===== src/rtl/pixel_fetch_if.sv =====
// Bank read port plus pixel stream handshake shared by pixel_fetch and its neighbours.
// master = the fetcher side, slave = bank / pixel consumer side.
interface pixel_fetch_if #(
  parameter int AMBA_WORD       = 24,
  parameter int AMBA_ADDR_DEPTH = 12,
  parameter int PIX_W           = 8
);
  logic [1:0]               bank_ctrl;
  logic [AMBA_ADDR_DEPTH:0] bank_addr;
  logic [AMBA_WORD-1:0]     bank_rdata;
  logic [PIX_W-1:0]         pix_data;
  logic                     pix_valid;
  logic                     pix_ready;
  logic                     pix_last;

  modport master (
    output bank_ctrl, bank_addr, pix_data, pix_valid, pix_last,
    input  bank_rdata, pix_ready
  );

  modport slave (
    input  bank_ctrl, bank_addr, pix_data, pix_valid, pix_last,
    output bank_rdata, pix_ready
  );
endinterface


===== src/rtl/pixel_fetch.sv =====
// Reads N words from the pixel register bank and streams them out as LSB-first pixels.
// Optional PIXEL_FETCH_PREFETCH_EN overlaps the next word's read with the current SEND.
module pixel_fetch #(
  parameter int AMBA_WORD       = 24,
  parameter int AMBA_ADDR_DEPTH = 12,
  parameter int PIX_W           = 8,
  parameter int PIX_PER_WORD    = 3,
  parameter int BASE_ADDR       = 1
) (
  input  logic                 clock,
  input  logic                 reset,
  input  logic [AMBA_WORD-1:0] start_word,
  pixel_fetch_if.master        bus,
  output logic                 busy,
  output logic                 done
);
  localparam int ADDR_W = AMBA_ADDR_DEPTH + 1;
  localparam int N_W    = 13;
  localparam int N_LSB  = 4;
  localparam int CNT_W  = (PIX_PER_WORD > 1) ? $clog2(PIX_PER_WORD) : 1;
  localparam int N_MAX  = (1 << AMBA_ADDR_DEPTH) - BASE_ADDR;

  localparam logic [N_W-1:0]   N_MAX_V   = N_W'(N_MAX);
  localparam logic [CNT_W-1:0] LAST_PIX  = CNT_W'(PIX_PER_WORD - 1);
  localparam logic [1:0]       CTRL_IDLE = 2'b00;
  localparam logic [1:0]       CTRL_READ = 2'b10;

  typedef enum logic [2:0] {IDLE, REQ, WAIT, SEND, DONE} state_t;

  state_t               state_reg, state_next;
  logic                 go_prev_reg;
  logic [N_W-1:0]       n_reg, n_next;
  logic [N_W-1:0]       word_idx_reg, word_idx_next;
  logic [CNT_W-1:0]     pix_cnt_reg, pix_cnt_next;
  logic [AMBA_WORD-1:0] shift_reg, shift_next;
  logic [ADDR_W-1:0]    addr_hold_reg, addr_hold_next;

`ifdef PIXEL_FETCH_PREFETCH_EN
  typedef enum logic [1:0] {PF_NONE, PF_DATA, PF_FULL} pf_t;
  pf_t                  pf_reg, pf_next;
  logic [AMBA_WORD-1:0] spare_reg, spare_next;
  logic [ADDR_W-1:0]    next_addr;
`endif

  logic                 go_edge;
  logic [N_W-1:0]       n_field, n_clamped;
  logic                 more_words;
  logic                 last_pix;
  logic [ADDR_W-1:0]    word_addr;
  wire  [AMBA_WORD-1:0] shifted_word;
  logic                 unused_start_bits;

  assign go_edge    = start_word[0] & ~go_prev_reg;
  assign n_field    = start_word[N_LSB +: N_W];
  assign n_clamped  = (n_field > N_MAX_V) ? N_MAX_V : n_field;
  assign more_words = (word_idx_reg + N_W'(1)) < n_reg;
  assign last_pix   = (pix_cnt_reg == LAST_PIX) && !more_words;
  assign word_addr  = ADDR_W'(BASE_ADDR) + ADDR_W'(word_idx_reg);
`ifdef PIXEL_FETCH_PREFETCH_EN
  assign next_addr  = word_addr + ADDR_W'(1);
`endif
  assign unused_start_bits = ^{start_word[AMBA_WORD-1:N_LSB+N_W], start_word[N_LSB-1:1]};

  // Each lane takes the next-higher pixel; the top lane refills with zeros.
  for (genvar gi = 0; gi < PIX_PER_WORD; gi++) begin : g_lane
    if (gi < PIX_PER_WORD - 1) begin : g_move
      assign shifted_word[gi*PIX_W +: PIX_W] = shift_reg[(gi+1)*PIX_W +: PIX_W];
    end else begin : g_fill
      assign shifted_word[gi*PIX_W +: PIX_W] = '0;
    end
  end

  always_ff @(posedge clock) begin
    if (reset) begin
      state_reg     <= IDLE;
      go_prev_reg   <= 1'b1;
      n_reg         <= '0;
      word_idx_reg  <= '0;
      pix_cnt_reg   <= '0;
      shift_reg     <= '0;
      addr_hold_reg <= '0;
`ifdef PIXEL_FETCH_PREFETCH_EN
      pf_reg        <= PF_NONE;
      spare_reg     <= '0;
`endif
    end else begin
      state_reg     <= state_next;
      go_prev_reg   <= start_word[0];
      n_reg         <= n_next;
      word_idx_reg  <= word_idx_next;
      pix_cnt_reg   <= pix_cnt_next;
      shift_reg     <= shift_next;
      addr_hold_reg <= addr_hold_next;
`ifdef PIXEL_FETCH_PREFETCH_EN
      pf_reg        <= pf_next;
      spare_reg     <= spare_next;
`endif
    end
  end

  always_comb begin
    state_next     = state_reg;
    n_next         = n_reg;
    word_idx_next  = word_idx_reg;
    pix_cnt_next   = pix_cnt_reg;
    shift_next     = shift_reg;
    addr_hold_next = addr_hold_reg;
`ifdef PIXEL_FETCH_PREFETCH_EN
    pf_next        = pf_reg;
    spare_next     = spare_reg;
`endif
    bus.bank_ctrl  = CTRL_IDLE;
    bus.bank_addr  = addr_hold_reg;
    bus.pix_valid  = 1'b0;
    bus.pix_data   = '0;
    bus.pix_last   = 1'b0;
    busy           = (state_reg != IDLE);
    done           = 1'b0;

    case (state_reg)
      IDLE: begin
        word_idx_next = '0;
        pix_cnt_next  = '0;
        if (go_edge) begin
          n_next     = n_clamped;
          state_next = (n_field == '0) ? DONE : REQ;
        end
      end
      REQ: begin
        bus.bank_ctrl  = CTRL_READ;
        bus.bank_addr  = word_addr;
        addr_hold_next = word_addr;
        state_next     = WAIT;
      end
      WAIT: begin
        shift_next   = bus.bank_rdata;
        pix_cnt_next = '0;
`ifdef PIXEL_FETCH_PREFETCH_EN
        pf_next      = PF_NONE;
`endif
        state_next   = SEND;
      end
      SEND: begin
        bus.pix_valid = 1'b1;
        bus.pix_data  = shift_reg[PIX_W-1:0];
        bus.pix_last  = last_pix;
`ifdef PIXEL_FETCH_PREFETCH_EN
        // One read in flight at most: issue, then catch the data the next cycle.
        if (pf_reg == PF_NONE && more_words) begin
          bus.bank_ctrl  = CTRL_READ;
          bus.bank_addr  = next_addr;
          addr_hold_next = next_addr;
          pf_next        = PF_DATA;
        end else if (pf_reg == PF_DATA) begin
          spare_next = bus.bank_rdata;
          pf_next    = PF_FULL;
        end
`endif
        if (bus.pix_ready) begin
          shift_next = shifted_word;
          if (pix_cnt_reg == LAST_PIX) begin
            pix_cnt_next = '0;
            if (more_words) begin
              word_idx_next = word_idx_reg + N_W'(1);
`ifdef PIXEL_FETCH_PREFETCH_EN
              shift_next = (pf_reg == PF_FULL) ? spare_reg : bus.bank_rdata;
              pf_next    = PF_NONE;
`else
              state_next = REQ;
`endif
            end else begin
              state_next = DONE;
            end
          end else begin
            pix_cnt_next = pix_cnt_reg + CNT_W'(1);
          end
        end
      end
      DONE: begin
        done       = 1'b1;
        state_next = IDLE;
      end
      default: state_next = IDLE;
    endcase
  end
endmodule


===== src/flat_wrapper.sv =====
// flat-port wrapper written by rule: the top's interface ports become plain ports
module pixel_fetch_flat 
#(
  parameter int AMBA_WORD       = 24,
  parameter int AMBA_ADDR_DEPTH = 12,
  parameter int PIX_W           = 8,
  parameter int PIX_PER_WORD    = 3,
  parameter int BASE_ADDR       = 1
)
  (clock, reset, start_word, busy, done, bus_bank_ctrl, bus_bank_addr, bus_pix_data, bus_pix_valid, bus_pix_last, bus_bank_rdata, bus_pix_ready);
  pixel_fetch_if #(.AMBA_WORD(AMBA_WORD), .AMBA_ADDR_DEPTH(AMBA_ADDR_DEPTH), .PIX_W(PIX_W)) bus_i ();
  input  logic clock;
  input  logic reset;
  input  logic [AMBA_WORD-1:0] start_word;
  output logic busy;
  output logic done;
  output wire logic [$bits(bus_i.bank_ctrl)-1:0] bus_bank_ctrl;
  output wire logic [$bits(bus_i.bank_addr)-1:0] bus_bank_addr;
  output wire logic [$bits(bus_i.pix_data)-1:0] bus_pix_data;
  output wire logic [$bits(bus_i.pix_valid)-1:0] bus_pix_valid;
  output wire logic [$bits(bus_i.pix_last)-1:0] bus_pix_last;
  input wire logic [$bits(bus_i.bank_rdata)-1:0] bus_bank_rdata;
  input wire logic [$bits(bus_i.pix_ready)-1:0] bus_pix_ready;
  assign bus_bank_ctrl = bus_i.bank_ctrl;
  assign bus_bank_addr = bus_i.bank_addr;
  assign bus_pix_data = bus_i.pix_data;
  assign bus_pix_valid = bus_i.pix_valid;
  assign bus_pix_last = bus_i.pix_last;
  assign bus_i.bank_rdata = bus_bank_rdata;
  assign bus_i.pix_ready = bus_pix_ready;
  pixel_fetch #(.AMBA_WORD(AMBA_WORD), .AMBA_ADDR_DEPTH(AMBA_ADDR_DEPTH), .PIX_W(PIX_W), .PIX_PER_WORD(PIX_PER_WORD), .BASE_ADDR(BASE_ADDR)) u_core (.clock(clock), .reset(reset), .start_word(start_word), .bus(bus_i), .busy(busy), .done(done));
endmodule

===== config.mk =====
export PLATFORM = sky130hd
export DESIGN_NAME = pixel_fetch_flat
export DESIGN_NICKNAME = d
export VERILOG_FILES = /design/src/rtl/pixel_fetch_if.sv /design/src/rtl/pixel_fetch.sv /design/src/flat_wrapper.sv
export SDC_FILE = /design/constraint.sdc
export NUM_CORES = 1
export LEC_CHECK = 0
export CAP_MARGIN = 20
export CORE_UTILIZATION = 54
export DETAILED_ROUTE_END_ITERATION = 16
export HOLD_SLACK_MARGIN = 0.1
export PLACE_DENSITY_LB_ADDON = 0.2
export SYNTH_ARGS = -nofsm -noshare
export SYNTH_HDL_FRONTEND = slang
export SYNTH_SLANG_ARGS = --single-unit

===== constraint.sdc =====
create_clock -name clock -period 6.09 [get_ports clock]
set_input_delay 1.5225 -clock clock [delete_from_list [all_inputs] [get_ports clock]]
set_output_delay 1.5225 -clock clock [all_outputs]
set_load 0.1 [all_outputs]

**Word-level counts from Yosys, hierarchy flattened**

Index checks and enable logic that the tools add are counted.

- Bits in registers: 69
- Input bits: 51
- Output and inout port bits: 27
- Word-level logic and storage cells: 58

- Add/sub/neg operators: 2
- Magnitude comparators: 2
- Equal/unequal tests: 9
- Mux-type cells: 22
- Bitwise gates (word level): 2
- Reduce and logical (&&, ||, !) cells: 14

Operator list:

| operator | number |
|---|---|
| two-way mux 13 bit | 5 |
| case mux 24 bit (2 select lines) | 1 |
| case mux 13 bit (2 select lines) | 1 |
| two-way mux 24 bit | 1 |
| two-way mux 3 bit | 5 |
| adder 13 x 1 -> 13 bit, second input constant | 1 |
| greater-than comparator 13 x 12 -> 1 bit, second input constant | 1 |
| zero test 13 bit | 1 |
| < comparator 13 bit | 1 |
| case mux 3 bit (4 select lines) | 1 |
| two-way mux 8 bit | 1 |
| == test 3 x 2 -> 1 bit, second input constant | 2 |
| two-way mux 2 bit | 3 |
| inequality test 2 x 1 -> 1 bit, second input constant | 3 |
| AND reduction 2 bit | 3 |
| nonzero test 2 bit | 3 |
| case mux 2 bit (2 select lines) | 1 |
| AND reduction 4 bit | 1 |
| == test 3 x 1 -> 1 bit, second input constant | 1 |
| == test 3 bit, second input constant | 1 |
| zero test 3 bit | 1 |
| two-way mux 1 bit | 3 |
| AND reduction 3 bit | 1 |
| nonzero test 3 bit | 1 |
| 8 further kinds | 8 |

**Depth between registers and ports, before layout**

- Depth in word-level cells: 6
- Gate-level depth with buffers: 14
- Gate-level depth less buffers: 13

**Worst setup path before layout**

Ideal clock, no wire load.

- Path type: flip-flop to output port
- Start: reg u_core.word_idx_reg[3]
- End: out bus_pix_last
- Arrival time: 4.190 ns
- Slack: 0.377 ns
- Cell stages (with the launch flop): 13
- Cell sequence: dfxtp_1 > nand4_1 > nor2_2 > nand3_2 > nor3_1 > xnor2_1 > inv_1 > ha_1 > nand4_2 > nor3_2 > nor4_4 > o21a_4 > nor3_1

- Longest elaborated chain between the ends: 5

Ends and longest elaborated chain:

| item | line | source |
|---|---|---|
| start: declaration | pixel_fetch.sv:33 | `logic [N_W-1:0] word_idx_reg, word_idx_next;` |
| start signal: assignment | pixel_fetch.sv:90 | `word_idx_reg <= word_idx_next;` |
| adder 13 x 1 -> 13 bit | pixel_fetch.sv:56 | `assign more_words = (word_idx_reg + N_W'(1)) < n_reg;` |
| < comparator 13 bit | pixel_fetch.sv:56 |  |
| zero test 1 bit | pixel_fetch.sv:57 | `assign last_pix = (pix_cnt_reg == LAST_PIX) && !more_words;` |
| logical AND 1 bit | pixel_fetch.sv:57 |  |
| two-way mux 1 bit | pixel_fetch.sv:120 | `case (state_reg)` |
| end: declaration | flat_wrapper.sv:21 | `output wire logic [$bits(bus_i.pix_last)-1:0] bus_pix_last;` |

No other way between the ends.

**Worst setup path in the final report**

- Start: reg u_core.word_idx_reg[4]
- End: out bus_pix_last

Same word-level chain as after synthesis.

==> flow_metrics.env <==
export IMPL_status="complete, no violations"
export IMPL_vias_per_cell=5.489
export IMPL_fp_dieH_microns=80.83
export IMPL_postCtsResizedCells=0
export IMPL_setup_violations=0
export IMPL_num_rows=28
export IMPL_synthArstFlopShare_pct=0
export IMPL_syn_instance_count=400
export IMPL_worstReg2RegStart="u_core.word_idx_reg[4]"
export IMPL_slew_violations=0
export IMPL_dr_first_iter_drc_count=135
export IMPL_grt_pass1_wl_microns=12160
export IMPL_critPathBufInv=2
export IMPL_cpMaxStageDelayCell="dfxtp_1"
export IMPL_r2r_cells=13
export IMPL_fin_crit_ps=4870
export IMPL_finalCritPeriodShare_pct=79.97
export IMPL_wl_microns=7476
export IMPL_grt_use_total_pct=24.27
export IMPL_dr_pass1_iters=4
export IMPL_wire_per_inst_microns=13.95
export IMPL_ys_flop_type="dfxtp_1"
export IMPL_internal_power_uw=790.3
export IMPL_die_w_microns=80.83
export IMPL_drive_gt1_share_pct=7.592
export IMPL_clock_latency_ps=340
export IMPL_ys_warn_count=0
export IMPL_port_buffers=66
export IMPL_path_delay_family="simple AND/OR/NAND/NOR gates"
export IMPL_cts_buffer_depth=2
export IMPL_synthToLayoutAreaGrowth_pct=26.25
export IMPL_leakage_uw=0.001662
export IMPL_hold_viol=0
export IMPL_ys_seq_area_share_pct=41.16
export IMPL_cp_arrival_ps=3350
export IMPL_crit_path_max_incr_delay_ps=420
export IMPL_peakVddDrop_uv=198.2
export IMPL_dr_total_vias=2942
export IMPL_die_area_sq_mm=0.006533
export IMPL_slew_headroom_pct=32.95
export IMPL_root_buffer="clkbuf_8"
export IMPL_hold_ws_ps=463.3
export IMPL_routabilityCongestion=0.8532
export IMPL_tritoncts="built"
export IMPL_cpMostUsedCell="nor3_1"
export IMPL_cp_required_ps=4570
export IMPL_clock_sinks=69
export IMPL_cts_buffers=9
export IMPL_core_area_sq_mm=0.005956
export IMPL_total_power_uw=1079
export IMPL_grt_max_degree=59
export IMPL_sw_frac_of_total_pct=26.74
export IMPL_cap_violations=0
export IMPL_largest_register_ffs=24
export IMPL_power_frac_comb_pct=16.5
export IMPL_pin_count=78
export IMPL_initial_core_util_pct=56.34
export IMPL_r2r_end="u_core.word_idx_reg[1]"
export IMPL_synth_avg_cell_area_sq_um=8.389
export IMPL_grt_pass1_vias=2616
export IMPL_synth_top_area_share_pct=41.16
export IMPL_syn_nets=465
export IMPL_hold_class="flop to flop"
export IMPL_finClkSkew_ps=8.518
export IMPL_synth_area_sq_mm=0.003356
export IMPL_overflow=0
export IMPL_remaining_drc_errors=0
export IMPL_fin_tns_setup_ps=0
export IMPL_crit_start="u_core.word_idx_reg[4]"
export IMPL_antenna_cells=0
export IMPL_setup_worst_path_end="bus_pix_last"
export IMPL_cts_setup_buffers=0
export IMPL_synth_top_area_cell="dfxtp_1"
export IMPL_synth_edff_count=0
export IMPL_cp_max_fo=5
export IMPL_max_freq_mhz=205.3
export IMPL_worst_slew_pin_slew_ps=1003
export IMPL_grt_setup_unrepaired="no"
export IMPL_power_frac_clock_pct=38.6
export IMPL_startpoint_type="flop"
export IMPL_ctsHoldBuffers=0
export IMPL_synthTopCellsByArea="dfxtp_1, nand2_1, ha_1, nor2_1, a311oi_1"
export IMPL_critPathKind="flop to primary output"
export IMPL_clk_pin_slew_worst_paths_ps=70
export IMPL_antenna_found_initial=0
export IMPL_h_tree_depth=3
export IMPL_power_density_mw_per_mm2=254.6
export IMPL_rrSetupSlack_ps=2740
export IMPL_cp_num_cells=13
export IMPL_antenna_left=0
export IMPL_synth_seq_cells=69
export IMPL_endpoint_kind="primary output"
export IMPL_dp_hpwl_microns=5170
export IMPL_switchingPower_uw=288.5
export IMPL_crit_path_cell_trace="nand4_1, nor2_2, nand3_2, nor3_1, xnor2_1, inv_1, ha_1, nand4_2, nor3_2, nor4_4, o21a_4, nor3_1, buf_4"
export IMPL_nets=521
export IMPL_seq_power_share_pct=44.9
export IMPL_ys_types=51
==> per-stage QoR <==
step | util [%] | setup WS (ps) | cells | cell area (sq um)
2_1_floorplan | - | 377.4 | 400 | 3356
3_3_place_gp | 67.02 | 1718 | 519 | 3991
3_5_place_dp | 67.02 | 1603 | 519 | 3991
4_1_cts | 70.80 | 1225 | 535 | 4217
5_1_grt | 71.13 | 1013 | 536 | 4237
6_report | 71.13 | 1220 | 536 | 4237
==> kinds of logic after synthesis <==
logic type / Yosys count / synth area share (%)
simple gates: 167 / 24.76
compound gates: 88 / 19.72
flops: 69 / 41.16
buf+inv: 52 / 6.674
fa+ha+maj: 14 / 5.220
xor+xnor: 9 / 2.349
other cells: 1 / 0.1117
==> routing by layer <==
layer / track usage, % / wire (microns) / vias to the layer above
met2: 34.96 / 3171 / 79
met5: 0 / 0 / -
met3: 4.494 / 467 / 5
li1: - / - / 1505
met1: 35.54 / 3754 / 1353
met4: 9.286 / 82 / 0
==> power groups by stage <==
stage                     registers (uW)  logic, uW  clock network (uW)
after floorplan                      492        127                   0
after global placement               494        172                   0
after detailed placement             495        175                   0
after CTS                            484        176                 425
after global routing                 487        193                 448
final                                485        177                 417
==> cell type report <==
class / instances / area, sq um
Clock buffer: 12 / 155.1
Clock inverter: 4 / 70.07
Fill cell: 489 / 1719
Inverter: 30 / 112.6
Multi-Input combinational cell: 279 / 1750
Sequential cell: 69 / 1381
Tap cell: 75 / 93.84
Timing Repair Buffer: 67 / 673.1
==> cells in the final DEF, fill, tap and decap left out, types with 2 or more instances in the layout <==
master	netlist	layout
nor2b_1	11	11
nand2b_1	3	3
clkdlybuf4s50_1	0	64
o21ai_1	3	3
a21o_1	4	4
nor3_2	3	3
dfxtp_1	69	69
bufinv_16	0	2
xnor2_1	8	8
nor3b_1	2	2
a22oi_1	8	8
inv_1	29	29
clkbuf_8	0	11
and2_1	12	12
o21ai_0	7	7
a21oi_1	14	14
o2bb2ai_1	9	9
ha_1	14	14
a311oi_1	16	16
clkinv_2	0	2
nand3_1	7	7
nor2_1	42	42
nand2_1	53	53
nor3_1	18	18
a31oi_1	2	2
a211oi_1	14	14
nor4_1	4	4
nand4_1	3	3
or2_2	2	2
==> worst min-delay path by stage <==
stage / start / endpoint / slack, ps / cells past startpoint
6_report: u_core.n_reg[12] / u_core.n_reg[12] / 460 / 2
3_5_place_dp: u_core.n_reg[12] / u_core.n_reg[12] / 450 / 2
3_3_place_gp: u_core.n_reg[12] / u_core.n_reg[12] / 450 / 2
2_1_floorplan: u_core.n_reg[12] / u_core.n_reg[12] / 430 / 2
5_1_grt: u_core.n_reg[12] / u_core.n_reg[12] / 490 / 2
4_1_cts: u_core.shift_reg[11] / u_core.shift_reg[3] / 470 / 2
==> worst register-to-register path, delay by kind of cell (launching register included) <==
family                   cells  cell delay [ps]
AO/OA/AOI/OAI                3              910
XOR/XNOR                     1              240
adder cells (fa/ha/maj)      1              340
buffers and inverters        1              100
flip-flops                   1              420
AND/OR/NAND/NOR              7             1290
==> cells in the mapped netlist (2+ instances only) <==
cell and count:
nand2b_1 3, a311oi_1 16, nor2b_1 11, clkbuf_1 10, o21ai_0 7, dfxtp_1 69
or2_2 2, and2_1 12, xnor2_1 8, ha_1 14, nand3_1 7, o21ai_1 3
buf_6 2, nor3b_1 2, a31oi_1 2, buf_2 8, a22oi_1 8, nor4_1 4
nand2_1 53, inv_1 29, a21o_1 4, o2bb2ai_1 9, nor3_1 18, a211oi_1 14
nand4_1 3, nor2_1 42, nor3_2 3, a21oi_1 14
Note: power is estimated with default switching activity, not from simulation.
